[config.mk]
export PLATFORM = sky130hd
export DESIGN_NAME = sdram_burst_reader
export DESIGN_NICKNAME = d
export VERILOG_FILES = /design/src/rtl/wolf_sdram_pkg.sv /design/src/rtl/sdram_rd_fifo.sv /design/src/rtl/sdram_rd_fifo_chk.sv /design/src/rtl/sdram_burst_reader.sv
export SDC_FILE = /design/constraint.sdc
export NUM_CORES = 2
export LEC_CHECK = 0
export CAP_MARGIN = 25
export CORE_UTILIZATION = 65
export DETAILED_ROUTE_END_ITERATION = 16
export GPL_TIMING_DRIVEN = 1
export MAX_ROUTING_LAYER = met4
export PLACE_DENSITY = 0.9
export SYNTH_ARGS = -nofsm -noshare
export SYNTH_HDL_FRONTEND = slang
export SYNTH_HIERARCHICAL = 1
export SYNTH_SLANG_ARGS = --single-unit
[constraint.sdc]
create_clock -name clk -period 11.5 [get_ports clk]
set_clock_uncertainty 0.15 [all_clocks]
set_input_delay 1.725 -clock clk [delete_from_list [all_inputs] [get_ports clk]]
set_output_delay 1.725 -clock clk [all_outputs]
set_load 0.02 [all_outputs]
[src/rtl/wolf_sdram_pkg.sv]
// Shared constants, FSM state type and burst-length helper for the SDRAM burst reader.
package wolf_sdram_pkg;

  localparam int ADDR_W  = 30;
  localparam int DATA_W  = 32;
  localparam int BURST_W = 8;

  typedef enum logic [1:0] {
    IDLE  = 2'd0,
    ISSUE = 2'd1,
    REQ   = 2'd2,
    DRAIN = 2'd3
  } state_t;

  // min(rem_len, max_burst - (addr mod max_burst)); a zero addr gives a plain min(rem_len, max_burst)
  function automatic logic [31:0] calc_blen(input logic [31:0] rem_len,
                                            input logic [31:0] addr,
                                            input logic [31:0] max_burst);
    logic [31:0] limit;
    limit = max_burst - (addr & (max_burst - 32'd1));
    return (rem_len < limit) ? rem_len : limit;
  endfunction

endpackage

[src/rtl/sdram_rd_fifo.sv]
// Synchronous first-word-fall-through FIFO with occupancy count; async active-high reset.
module sdram_rd_fifo #(
  parameter int DEPTH = 64,
  parameter int WIDTH = 32
) (
  input  logic                     clk,
  input  logic                     rst,
  input  logic                     push,
  input  logic [WIDTH-1:0]         din,
  input  logic                     pop,
  output logic [WIDTH-1:0]         dout,
  output logic [$clog2(DEPTH):0]   count,
  output logic                     full,
  output logic                     empty
);

  localparam int PTR_W = $clog2(DEPTH);
  localparam int CNT_W = PTR_W + 1;

  logic [WIDTH-1:0] mem_q [DEPTH];
  logic [PTR_W-1:0] wr_ptr_q, wr_ptr_d;
  logic [PTR_W-1:0] rd_ptr_q, rd_ptr_d;
  logic [CNT_W-1:0] count_q, count_d;
  logic             push_ok_s, pop_ok_s;

  assign full      = (count_q == CNT_W'(DEPTH));
  assign empty     = (count_q == {CNT_W{1'b0}});
  assign count     = count_q;
  assign dout      = mem_q[rd_ptr_q];
  assign push_ok_s = push & ~full;
  assign pop_ok_s  = pop & ~empty;

  always_comb begin
    wr_ptr_d = push_ok_s ? (wr_ptr_q + PTR_W'(1'b1)) : wr_ptr_q;
    rd_ptr_d = pop_ok_s ? (rd_ptr_q + PTR_W'(1'b1)) : rd_ptr_q;
    count_d  = count_q + CNT_W'(push_ok_s) - CNT_W'(pop_ok_s);
  end

  always_ff @(posedge clk or posedge rst) begin
    if (rst) begin
      wr_ptr_q <= {PTR_W{1'b0}};
      rd_ptr_q <= {PTR_W{1'b0}};
      count_q  <= {CNT_W{1'b0}};
    end else begin
      wr_ptr_q <= wr_ptr_d;
      rd_ptr_q <= rd_ptr_d;
      count_q  <= count_d;
    end
  end

  // Storage is not reset; only the pointers and count define what is valid.
  always_ff @(posedge clk) begin
    if (push_ok_s) begin
      mem_q[wr_ptr_q] <= din;
    end
  end

  sdram_rd_fifo_chk u_chk (
    .clk  (clk),
    .rst  (rst),
    .push (push),
    .full (full)
  );

endmodule

[src/rtl/sdram_rd_fifo_chk.sv]
// Simulation checker: flags any push into a full return FIFO.
module sdram_rd_fifo_chk (
  input logic clk,
  input logic rst,
  input logic push,
  input logic full
);

  a_no_overflow: assert property (@(posedge clk) disable iff (rst) !(push && full));

endmodule

[src/rtl/sdram_burst_reader.sv]
// Avalon-MM burst read master feeding a valid/ready stream through a return FIFO.
// Define SDRAM_BURST_ALIGN_EN to keep every burst inside one MAX_BURST-aligned block.
module sdram_burst_reader #(
  parameter int ADDR_W     = wolf_sdram_pkg::ADDR_W,
  parameter int DATA_W     = wolf_sdram_pkg::DATA_W,
  parameter int BURST_W    = wolf_sdram_pkg::BURST_W,
  parameter int MAX_BURST  = 16,
  parameter int FIFO_DEPTH = 64,
  parameter int LEN_W      = 24
) (
  input  logic               clk,
  input  logic               rst,
  input  logic               cmd_start,
  input  logic [ADDR_W-1:0]  cmd_addr,
  input  logic [LEN_W-1:0]   cmd_len,
  output logic               cmd_ready,
  output logic               busy,
  output logic               done,
  output logic [ADDR_W-1:0]  avm_address,
  output logic [BURST_W-1:0] avm_burstcount,
  output logic               avm_read,
  input  logic               avm_waitrequest,
  input  logic [DATA_W-1:0]  avm_readdata,
  input  logic               avm_readdatavalid,
  output logic [DATA_W-1:0]  st_data,
  output logic               st_valid,
  input  logic               st_ready
);

  import wolf_sdram_pkg::*;

  localparam int CNT_W = $clog2(FIFO_DEPTH) + 1;
  localparam int SUM_W = CNT_W + 1;

  state_t             state_q, state_d;
  logic [ADDR_W-1:0]  rem_addr_q, rem_addr_d;
  logic [LEN_W-1:0]   rem_len_q, rem_len_d;
  logic [CNT_W-1:0]   outstanding_q, outstanding_d;
  logic [ADDR_W-1:0]  avm_address_q, avm_address_d;
  logic [BURST_W-1:0] avm_burstcount_q, avm_burstcount_d;
  logic               avm_read_q, avm_read_d;
  logic               done_q, done_d;
  logic               busy_q, busy_d;
  logic               cmd_ready_q, cmd_ready_d;

  logic [31:0]        align_addr_s;
  logic [BURST_W-1:0] blen_s;
  logic [SUM_W-1:0]   need_s;
  logic               space_ok_s, accept_s, pop_s;
  logic [CNT_W-1:0]   fifo_count_s;
  logic               fifo_full_s, fifo_empty_s;

  always_comb begin
`ifdef SDRAM_BURST_ALIGN_EN
    align_addr_s = 32'(rem_addr_q);
`else
    align_addr_s = 32'd0;
`endif
  end

  // Words already buffered plus words still in flight must leave room for the whole burst.
  assign blen_s     = BURST_W'(calc_blen(32'(rem_len_q), align_addr_s, 32'(MAX_BURST)));
  assign need_s     = SUM_W'(fifo_count_s) + SUM_W'(outstanding_q) + SUM_W'(blen_s);
  assign space_ok_s = ~fifo_full_s && (need_s <= SUM_W'(FIFO_DEPTH));
  assign accept_s   = (state_q == REQ) && avm_read_q && !avm_waitrequest;
  assign pop_s      = ~fifo_empty_s & st_ready;

  always_comb begin
    outstanding_d = outstanding_q
                  + (accept_s ? CNT_W'(avm_burstcount_q) : {CNT_W{1'b0}})
                  - CNT_W'(avm_readdatavalid);
  end

  always_comb begin
    state_d          = state_q;
    rem_addr_d       = rem_addr_q;
    rem_len_d        = rem_len_q;
    avm_address_d    = avm_address_q;
    avm_burstcount_d = avm_burstcount_q;
    avm_read_d       = avm_read_q;
    done_d           = 1'b0;
    case (state_q)
      IDLE: begin
        if (cmd_start) begin
          if (cmd_len != {LEN_W{1'b0}}) begin
            rem_addr_d = cmd_addr;
            rem_len_d  = cmd_len;
            state_d    = ISSUE;
          end else begin
            done_d = 1'b1;
          end
        end else begin
          state_d = IDLE;
        end
      end
      ISSUE: begin
        if (space_ok_s) begin
          avm_address_d    = rem_addr_q;
          avm_burstcount_d = blen_s;
          avm_read_d       = 1'b1;
          state_d          = REQ;
        end else begin
          state_d = ISSUE;
        end
      end
      REQ: begin
        if (accept_s) begin
          avm_read_d = 1'b0;
          rem_addr_d = rem_addr_q + ADDR_W'(avm_burstcount_q);
          rem_len_d  = rem_len_q - LEN_W'(avm_burstcount_q);
          state_d    = (rem_len_q == LEN_W'(avm_burstcount_q)) ? DRAIN : ISSUE;
        end else begin
          state_d = REQ;
        end
      end
      DRAIN: begin
        // Finished once nothing is in flight and the last buffered word leaves this cycle.
        if ((outstanding_q == {CNT_W{1'b0}}) &&
            ((fifo_count_s == {CNT_W{1'b0}}) ||
             ((fifo_count_s == CNT_W'(1'b1)) && pop_s))) begin
          done_d  = 1'b1;
          state_d = IDLE;
        end else begin
          state_d = DRAIN;
        end
      end
      default: begin
        state_d    = IDLE;
        avm_read_d = 1'b0;
      end
    endcase
    busy_d      = (state_d != IDLE);
    cmd_ready_d = (state_d == IDLE);
  end

  always_ff @(posedge clk or posedge rst) begin
    if (rst) begin
      state_q          <= IDLE;
      rem_addr_q       <= {ADDR_W{1'b0}};
      rem_len_q        <= {LEN_W{1'b0}};
      outstanding_q    <= {CNT_W{1'b0}};
      avm_address_q    <= {ADDR_W{1'b0}};
      avm_burstcount_q <= {BURST_W{1'b0}};
      avm_read_q       <= 1'b0;
      done_q           <= 1'b0;
      busy_q           <= 1'b0;
      cmd_ready_q      <= 1'b1;
    end else begin
      state_q          <= state_d;
      rem_addr_q       <= rem_addr_d;
      rem_len_q        <= rem_len_d;
      outstanding_q    <= outstanding_d;
      avm_address_q    <= avm_address_d;
      avm_burstcount_q <= avm_burstcount_d;
      avm_read_q       <= avm_read_d;
      done_q           <= done_d;
      busy_q           <= busy_d;
      cmd_ready_q      <= cmd_ready_d;
    end
  end

  sdram_rd_fifo #(
    .DEPTH (FIFO_DEPTH),
    .WIDTH (DATA_W)
  ) u_fifo (
    .clk   (clk),
    .rst   (rst),
    .push  (avm_readdatavalid),
    .din   (avm_readdata),
    .pop   (pop_s),
    .dout  (st_data),
    .count (fifo_count_s),
    .full  (fifo_full_s),
    .empty (fifo_empty_s)
  );

  assign st_valid       = ~fifo_empty_s;
  assign cmd_ready      = cmd_ready_q;
  assign busy           = busy_q;
  assign done           = done_q;
  assign avm_address    = avm_address_q;
  assign avm_burstcount = avm_burstcount_q;
  assign avm_read       = avm_read_q;

endmodule

==> impl_metrics.csv <==
group,metric,value,unit
die,floorplan.initialDensity,0.656,
sta,timing.setup.tns,0,ns
final_layout,layout.nets,4843,
route,postRouteWirelength,255000,µm
synth,synth-async-reset-ratio,0.0571,
outcome,outcome,"completed",
sta,rsz0062_at_grt,"no",
worst_setup_path,rrSetupSlack,5.51,ns
route,drt_iter0_drc,9846,
die,floorplan.rows,133,
synth,ys_seq_elements,2172,
worst_setup_path,path_buf_inv,2,
global_routing,largest_net_degree_at_the_start_of_global_routing,105,
sta,timing_hold_violations_final,0,
final_layout,postLayoutCellArea,0.0974,mm²
synth,number_of_cells_produced_by_synthesis,4416,
cts,clk_root_buffer_cell,"clkbuf_16",
global_routing,grt_pass1_wl,352000,µm
placed_design,dp.final_hpwl,126000,µm
route,vias_after_detailed_routing,49700,
global_routing,global_route.usage.total,0.383,
placed_design,gp_congestion,0.892,
hold_path,worstHoldEndpoint,"avm_address[14]$_DFFE_PP0P_",
die,floorplan.die.height,367,µm
global_routing,first_global_vias,49700,
die,design.die.area,0.135,mm²
route,route.antenna.remaining_nets,0,
hold_path,timing.hold.worst.start,"avm_address[14]$_DFFE_PP0P_",
cts,cts.path.max_buffers,3,
route,routedWlPerCell,38.5,µm
route,remaining_drc_errors,0,
worst_setup_path,criticalPathCategory,"reg2out",
final_layout,syn_to_final_growth,12.6,%
power,cellPowerDensity,256,mW/mm²
final_layout,finish.utilization,0.739,
synth,yosys_warnings,6,
hold_path,min_delay_path_depth,2,
global_routing,antenna_found_initial,13,
worst_setup_path,arrival,6.10,ns
sta,slew_headroom,0.167,
worst_setup_path,reg2regPathDepth,17,
die,num_io_pins,167,
placed_design,io_buffers,166,
sta,final-setup-viol-count,0,
die,placeableCoreArea,0.132,mm²
worst_setup_path,worstReg2RegEnd,"avm_address[26]$_DFFE_PP0P_",
cts,post_cts_resized,0,
synth,distinct_cell_type_count_of_the_synthesized_netlist,76,
cts,cts-htree-levels,4,
sta,maxSlewViolCount,0,
route,viasPerCell,7.50,
cts,cts_num_sinks,2172,
job,timing.max_cap.violations,0,
worst_setup_path,worst_setup_path_start_kind,"flop",
die,chipWidth,367,µm
cts,postCtsHoldBufs,0,
sta,finalWorstPathRequiredPeriod,7.97,ns
synth,synth_sequential_area_ratio,0.747,
placed_design,place_area,0.0904,mm²
power,vdd.ir_drop.worst,0.269,mV
sta,timing_worst_slew_pin_value,1.25,ns
final_layout,final_layout_size_suffix_gt1_frac,0.214,
synth,synth.cell_area,0.0865,mm²
sta,fmax,125,MHz
synth,synth_edf_count,2048,
cts,insertion_delay,0.84,ns
synth,synth_area_per_cell,19.6,µm²
placed_design,dp_cells,6206,
worst_setup_path,slowest_stage,"nand3_1",
worst_setup_path,timing.critical_path.fanout_max,46,
final_layout,finalNonFillerCells,6626,
sta,layout_worst_path_cycle_share,0.693,
global_routing,grt-ovfl-total,0,
hold_path,min-delay-path-class,"reg2reg",
power,leakagePower,31.9,nW
cts,cts.repair_timing.setup_buffer_count,0,
cts,tritoncts,"built",
worst_setup_path,path_delay_family,"compound AO/OA/AOI/OAI gates",
sta,setup_ws,3.53,ns
worst_setup_path,rr_startpoint,"rem_len_q[17]$_DFFE_PP0P_",
synth,ys.flop_type,"edfxtp_1",
worst_setup_path,required,9.63,ns
cts,clk_slew_on_worst_s_h_paths,0.06,ns
worst_setup_path,timing.critical_path.slowest_cell_delay,1.08,ns
route,detailedRoute.firstPassIterationCount,9,
cts,cts_inserted_buffers,201,
placed_design,post-place-ws,4.67,ns
worst_setup_path,crit_chain,"buf_4 -> nand3_1 -> o22ai_1 -> a2111oi_0 -> o31ai_1 -> clkdlybuf4s50_1",
final_layout,layout.filler_cells,6730,
worst_setup_path,end_kind,"output pin",
[flip-flops by register name, summed over array words and instances (netlist names), 6 cells and up]
register	cells
rem_addr_q	30
u_fifo/mem_q	2048
avm_address	30
u_fifo/rd_ptr_q	6
outstanding_q	7
rem_len_q	24
u_fifo/count	7
u_fifo/wr_ptr_q	6
avm_burstcount	8
[final cells by class]
type / instances / area, µm² / share of cell area
clock inverter: 117 / 1000 / 0.0103
multi-input combinational: 1922 / 20800 / 0.214
tap: 1755 / 2200 / 0.0225
antenna: 12 / 30.0 / 0.000308
clock buffer: 256 / 5320 / 0.0546
sequential: 2172 / 64600 / 0.664
inverter: 78 / 299 / 0.00307
timing repair buffer: 314 / 3090 / 0.0317
[per-stage QoR]
step,hold slack [ns],power (mW)
final,0.340,24.9
after global placement,0.314,17.5
after detailed placement,0.331,17.8
after global routing,0.379,25.5
after CTS,0.344,24.5
after floorplan,0.311,15.1
[cells in the mapped netlist, types with 43 or more instances]
| cell type | instances | share of area |
|---|---|---|
| edfxtp_1 | 2048 | 0.71 |
| mux4_2 | 434 | 0.11 |
| mux2i_1 | 270 | 0.031 |
| nand2_1 | 182 | 0.0079 |
| nor2_1 | 150 | 0.0065 |
| a21oi_1 | 132 | 0.0076 |
| dfrtp_1 | 123 | 0.036 |
| o21ai_0 | 111 | 0.0064 |
| clkbuf_1 | 87 | 0.0038 |
| buf_2 | 78 | 0.0045 |
| inv_1 | 75 | 0.0033 |
| mux2_2 | 51 | 0.0066 |
| ha_1 | 50 | 0.0072 |
| o22ai_1 | 48 | 0.0035 |
| o221ai_1 | 43 | 0.0044 |
[routing by layer]
| layer | part of all wire | global-route usage |
|---|---|---|
| met1 | 0.30 | 0.464 |
| met2 | 0.48 | 0.587 |
| met4 | 0.073 | 0.219 |
| met3 | 0.15 | 0.103 |
| met5 | 0 | - |
[layout by cell type, fill, tap and decap left out, types with 30 or more instances in the layout]
master / synthesis / routed
a31oi_1: 35 / 35
edfxtp_1: 2048 / 2048
clkbuf_16: 0 / 203
buf_2: 78 / 32
a21oi_1: 132 / 131
buf_12: 0 / 30
nor2_1: 150 / 84
a211oi_1: 30 / 30
o22ai_1: 48 / 48
mux2_2: 51 / 51
clkbuf_1: 87 / 49
o221ai_1: 43 / 43
clkinv_2: 0 / 44
inv_1: 75 / 73
o21ai_0: 111 / 111
dfrtp_1: 123 / 117
buf_4: 41 / 107
nor2_4: 0 / 65
nand2_1: 182 / 182
ha_1: 50 / 49
clkinv_1: 3 / 44
clkdlybuf4s50_1: 0 / 134
a22oi_1: 35 / 35
mux4_2: 434 / 434
mux2i_1: 270 / 270
[worst max path at each step]
stage                                               from                          to  slack (ns)  cells past startpoint
after CTS                 u_fifo/rd_ptr_q[2]$_DFFE_PP0P_                 st_data[30]        3.61                      8
final                     u_fifo/rd_ptr_q[3]$_DFFE_PP0P_                 st_data[29]        3.53                      6
after floorplan                rem_len_q[16]$_DFFE_PP0P_  avm_address[0]$_DFFE_PP0P_        6.82                     17
after global routing      u_fifo/rd_ptr_q[0]$_DFFE_PP0P_                 st_data[24]        3.64                      8
after global placement    u_fifo/rd_ptr_q[2]$_DFFE_PP0P_                 st_data[30]        4.83                      8
after detailed placement  u_fifo/rd_ptr_q[2]$_DFFE_PP0P_                 st_data[30]        4.67                      8
[worst register-to-register path: stages (launching register included)]
cell,delay (ns)
dfrtp_1,0.45
or4_1,0.57
nor3_1,0.26
nand2b_1,0.15
nor4_1,0.75
and2_1,0.33
nand2_1,0.13
fa_1,0.40
inv_1,0.07
ha_1,0.16
inv_1,0.05
fa_1,0.38
nor2b_1,0.22
o2111ai_1,0.19
a311oi_1,0.74
nand3_2,0.28
buf_12,0.25
mux2_2,0.34
[cells by family after synthesis]
family	count (synthesis)	synth area share
mux	755	0.151
simple gates	493	0.0261
flops	2172	0.747
xor+xnor	30	0.00304
compound gates	580	0.0445
fa+ha+maj	62	0.0100
other cells	1	0.0000434
buf+inv	323	0.0186
[power by group]
part | internal [mW] | switching (mW) | leakage [nW] | total, mW
Clock | 3.57 | 2.99 | 3.11 | 6.56
Sequential | 9.14 | 0.481 | 19.9 | 9.62
Combinational | 3.44 | 5.31 | 8.90 | 8.75
Total | 16.2 | 8.78 | 31.9 | 24.9
Note: power is estimated with default switching activity, not from simulation.
